==> config.mk <==
export PLATFORM = sky130hd
export DESIGN_NAME = uart_prog_loader
export DESIGN_NICKNAME = d
export VERILOG_FILES = /design/src/rtl/uart_prog_loader.sv
export SDC_FILE = /design/constraint.sdc
export NUM_CORES = 1
export LEC_CHECK = 0
export ABC_CLOCK_PERIOD_IN_PS = 1800
export CAP_MARGIN = 0
export CORE_UTILIZATION = 56
export DETAILED_ROUTE_END_ITERATION = 10
export PLACE_DENSITY = 0.75
export SETUP_SLACK_MARGIN = 0.2
export SYNTH_ARGS = -nofsm -noshare
export SYNTH_HDL_FRONTEND = slang
export SYNTH_SLANG_ARGS = --single-unit
==> constraint.sdc <==
create_clock -name clk_i -period 1.8 [get_ports clk_i]
set_input_delay 0.36 -clock clk_i [delete_from_list [all_inputs] [get_ports clk_i]]
set_output_delay 0.36 -clock clk_i [all_outputs]
set_load 0.02 [all_outputs]
==> src/rtl/uart_prog_loader.sv <==
// uart_prog_loader: sequences bytes from a UART receiver into a 4-bit wide program memory.
// A session is SYNC_BYTE, a length byte N, then N data bytes. Each data byte is written as
// two nibbles, low nibble first, at consecutive addresses starting from 0. The CPU is held
// halted for the whole session.
//
// Ports:
//   clk_i             system clock
//   reset_ni          asynchronous active-low reset
//   rx_data_i         received byte, valid while rx_valid_strb_i is high
//   rx_valid_strb_i   one-cycle byte-available strobe
//   mem_we_o          program memory write enable, one cycle per nibble
//   mem_addr_o        program memory nibble address
//   mem_data_o        program memory write nibble (0 when mem_we_o is low)
//   cpu_halt_o        high while a session is active
//   prog_done_strb_o  one-cycle pulse on successful session end
//   error_o           sticky timeout/overrun flag, cleared by the next accepted sync byte
module uart_prog_loader #(
    parameter int unsigned ADDR_WIDTH               = 5,
    parameter logic [7:0]  SYNC_BYTE                = 8'hA5,
    parameter int unsigned TIMEOUT_CYCLES           = 52100,
    parameter int unsigned TIMEOUT_COUNTER_BITWIDTH = 16
) (
    input  logic                  clk_i,
    input  logic                  reset_ni,
    input  logic [7:0]            rx_data_i,
    input  logic                  rx_valid_strb_i,
    output logic                  mem_we_o,
    output logic [ADDR_WIDTH-1:0] mem_addr_o,
    output logic [3:0]            mem_data_o,
    output logic                  cpu_halt_o,
    output logic                  prog_done_strb_o,
    output logic                  error_o
);

    localparam int unsigned TW = TIMEOUT_COUNTER_BITWIDTH;
    localparam logic [TW-1:0] TmoLast = TW'(TIMEOUT_CYCLES - 1);

    typedef enum logic [2:0] {
        StIdle,
        StLength,
        StData,
        StWrLo,
        StWrHi,
        StDone
    } state_e;

    state_e                state_q, state_d;
    logic [ADDR_WIDTH-1:0] addr_q,  addr_d;
    logic [7:0]            cnt_q,   cnt_d;
    logic [7:0]            byte_q,  byte_d;
    logic [TW-1:0]         tmo_q,   tmo_d;
    logic                  err_q,   err_d;

    always_ff @(posedge clk_i or negedge reset_ni) begin
        if (!reset_ni) begin
            state_q <= StIdle;
            addr_q  <= '0;
            cnt_q   <= '0;
            byte_q  <= '0;
            tmo_q   <= '0;
            err_q   <= 1'b0;
        end else begin
            state_q <= state_d;
            addr_q  <= addr_d;
            cnt_q   <= cnt_d;
            byte_q  <= byte_d;
            tmo_q   <= tmo_d;
            err_q   <= err_d;
        end
    end

    always_comb begin
        state_d = state_q;
        addr_d  = addr_q;
        cnt_d   = cnt_q;
        byte_d  = byte_q;
        tmo_d   = tmo_q;
        err_d   = err_q;
        unique case (state_q)
            StIdle: begin
                tmo_d = '0;
                if (rx_valid_strb_i && (rx_data_i == SYNC_BYTE)) begin
                    state_d = StLength;
                    addr_d  = '0;
                    err_d   = 1'b0;
                end
            end
            StLength, StData: begin
                // An incoming byte beats a timeout that expires in the same cycle.
                if (rx_valid_strb_i) begin
                    tmo_d = '0;
                    if (state_q == StLength) begin
                        cnt_d   = rx_data_i;
                        state_d = (rx_data_i == 8'd0) ? StDone : StData;
                    end else begin
                        byte_d  = rx_data_i;
                        state_d = StWrLo;
                    end
                end else if (tmo_q == TmoLast) begin
                    tmo_d   = '0;
                    err_d   = 1'b1;
                    state_d = StIdle;
                end else begin
                    tmo_d = tmo_q + TW'(1);
                end
            end
            StWrLo: begin
                addr_d  = addr_q + ADDR_WIDTH'(1);
                state_d = StWrHi;
                // A byte arriving mid-write is dropped and flagged.
                if (rx_valid_strb_i) begin
                    err_d = 1'b1;
                end
            end
            StWrHi: begin
                addr_d  = addr_q + ADDR_WIDTH'(1);
                cnt_d   = cnt_q - 8'd1;
                state_d = (cnt_q == 8'd1) ? StDone : StData;
                if (rx_valid_strb_i) begin
                    err_d = 1'b1;
                end
            end
            StDone: begin
                state_d = StIdle;
            end
            default: begin
                state_d = StIdle;
            end
        endcase
    end

    always_comb begin
        mem_we_o         = 1'b0;
        mem_data_o       = 4'h0;
        mem_addr_o       = addr_q;
        cpu_halt_o       = (state_q != StIdle);
        prog_done_strb_o = (state_q == StDone);
        error_o          = err_q;
        if (state_q == StWrLo) begin
            mem_we_o   = 1'b1;
            mem_data_o = byte_q[3:0];
        end else if (state_q == StWrHi) begin
            mem_we_o   = 1'b1;
            mem_data_o = byte_q[7:4];
        end
    end

endmodule
==> results.cfg <==
[floorplan]
die_x_um = 66.5
core_um2 = 4000
start_util = 0.583
rows = 23
fp.dieArea_um2 = 4430
io_pins = 24
die_h_um = 66.5

[setup_path]
worstPathCellList = nor4b_2, nand4_1, and2_4, buf_12, buf_16, a21oi_2, a31oi_1
crit_path_end = tmo_q[8]$_DFFE_PN0P_
cp-startpoint = tmo_q[10]$_DFFE_PN0P_
crit_fanout = 6
r2r_setup_slack_ns = -0.17
reg2reg_to = tmo_q[8]$_DFFE_PN0P_
ff2ff_path_depth = 7
path_buf_inv = 2
cp_top_family = simple AND/OR/NAND/NOR gates
crit_path_start_kind = register
slowest_stage = dfrtp_1
arrival_ns = 2.15
critPathRequiredTime_ns = 1.98
critPathKind = register to register
worstReg2RegStart = tmo_q[10]$_DFFE_PN0P_
cpPeakStageDelay_ns = 0.49
cp-end-kind = register
path_depth = 7

[pwr]
power_density_nw_per_um2 = 1510
p_leak_uw = 0.00161
vdd_ir_drop_max_mv = 1.04
p_total_uw = 5470

[timing]
hold_viol = 0
rsz0062_at_grt = true
slew_headroom = 0.628
fin_worst_skew_ns = 0.00800
fin_crit_ns = 1.97
timing.final.crit_share = 1.10
setup_slack_ns = -0.173
fmax_mhz = 507
tightestPinTransition_ns = 0.559
final_max_slew_viol_count = 0
setup_viol = 15

[global_routing]
use_met2 = 0.513
busiest_layer = met2
grt_pass1_wl_um = 9690
grtUsageMet3 = 0.0582
grtUsageTotal = 0.303
antenna_found_initial = 0
grt_pass1_vias = 2048
grt_remaining_overflow = 0
grt_max_degree = 42
use_met1 = 0.364

[logic_synthesis]
synth_area_leaders = dfrtp_1, mux2_2, a21oi_1
synth_top_area_share = 0.440
synth_warnings = 0
synth_top_cell_by_area = dfrtp_1
syn_nets = 267
yosysMostFrequentCell = dfrtp_1
ys_ff_latch = 41
synth_edf_count = 0
synthArstFlopShare = 1.00
avgSynthCellArea_um2 = 9.25
ys.flop_type = dfrtp_1
yosysSeqAreaShare = 0.440
synth_cell_types = 49
yosys-top-cells-count = dfrtp_1, nand2_1, nor2_1, a21oi_1, o21ai_0
synthCells = 252
synthesis.area_um2 = 2330

[placement]
placed_area_um2 = 2820
hpwl_um = 3940
place_inst = 344
port-buffer-count = 23
place_ws_ns = -0.143
place.gp.congestion = 0.866

[route]
wl_per_cell_um = 22.3
firstDrtPassIters = 7
drc_errors = 0
antenna_left = 0
vias = 2601
avgViaCountPerCell = 6.76
wirelength_um = 8600
first_iter_violations = 346

[hold_path]
hp-class = primary input to asynchronous set/reset pin

[final_layout]
fin_area_um2 = 3610
drive_gt1_frac = 0.451
area_delta_synth_final_pct = 54.9
diodes = 0
fin_nets = 349
final_cells = 385

[clocking]
clk_latency_ns = 0.31
cts_tree = done
clockRootBuffer = clkbuf_8
cts_buffer_depth = 2
cts.clk_slew.worst_paths_ns = 0.09
cts_max_level = 2
numCtsBuffers = 5
cts_sinks = 41

[job]
maxCapViolCount = 0

[status]
violations = negative setup slack
status = finished with violations
## report_power, final
group          internal, uW  total (uW)  switching [uW]  leakage [uW]
sequential             1220        1560             346      0.000511
clock                   268         621             353     0.0000439
combinational          1690        3290            1600       0.00106
total                  3170        5470            2300       0.00161
## cells in the final DEF (no fill, tap or decap), drive strengths merged, types with 2 or more instances in the layout
master	n
o32ai	2
ha	4
and3	9
clkbuf	5
a22o	7
mux2	8
o21a	2
nand2b	6
nand2	21
a21oi	17
o2bb2ai	2
o21ai	24
nor4b	2
dlygate4sd2	6
a31oi	10
inv	7
dlymetal6s2s	2
a22oi	2
nor3b	3
nand3	7
o22a	2
buf	74
clkdlybuf4s50	7
nor2b	3
nor4	6
xor2	2
and2	6
or3	3
nor3	5
nand4	3
dfrtp	41
nor2	18
clkinv	2
## worst min path at each step
| stage | to |
|---|---|
| 4_1_cts | tmo_q[0]$_DFFE_PN0P_ |
| 3_3_place_gp | tmo_q[0]$_DFFE_PN0P_ |
| 5_1_grt | cnt_q[4]$_DFFE_PN0P_ |
| 6_report | cnt_q[4]$_DFFE_PN0P_ |
| 2_1_floorplan | byte_q[0]$_DFFE_PN0P_ |
| 3_5_place_dp | tmo_q[0]$_DFFE_PN0P_ |
## through the flow
| stage | util | hold slack, ns | TNS (ns) |
|---|---|---|---|
| 6_report | 0.903 | 0.114 | -0.932 |
| 5_1_grt | 0.903 | 0.149 | -1.97 |
| 4_1_cts | 0.798 | 0.129 | 0 |
| 3_5_place_dp | 0.706 | 0.458 | -1.83 |
| 3_3_place_gp | 0.706 | 0.456 | -0.923 |
| 2_1_floorplan | - | 0.0644 | 0 |
## routing by layer
metal	vias to the layer above	part of all wire
met5	-	0
met4	0	0.059
met3	60	0.059
met2	154	0.51
met1	1293	0.37
li1	1094	-
## flip-flops by register name, summed over array words and instances, names as in the netlist
name	count
mem_addr_o	5
error_o	1
tmo_q	16
cnt_q	8
byte_q	8
state_q	3
## area by class of cell
class / instances / area, um^2
clock buffers: 5 / 68.8
clock inverters: 3 / 17.5
fillers: 165 / 387
inverters: 7 / 26.3
multi-input cells: 190 / 1520
flip-flops and latches: 41 / 1030
well taps: 50 / 62.6
repair buffers: 89 / 881
## repair_timing
action                     CTS  global route
hold buffers                 0             0
gates cloned                 2             4
pin swaps                   15            26
setup endpoints to repair   42            46
resized for setup           73            81
setup buffers               12            15
## cell families (layout without fill, tap and decap cells)
kind of cell             count (synthesis)  after routing  share of synthesized area
adder cells (fa/ha/maj)                  4              4                     0.0215
buffers and inverters                   21            104                     0.0445
flip-flops                              41             41                      0.440
AO/OA/AOI/OAI                           78             78                      0.212
XOR/XNOR                                 3              3                     0.0113
multiplexers                             9              9                     0.0429
AND/OR/NAND/NOR                         96             96                      0.227
Power figures use the tool's default switching activity.
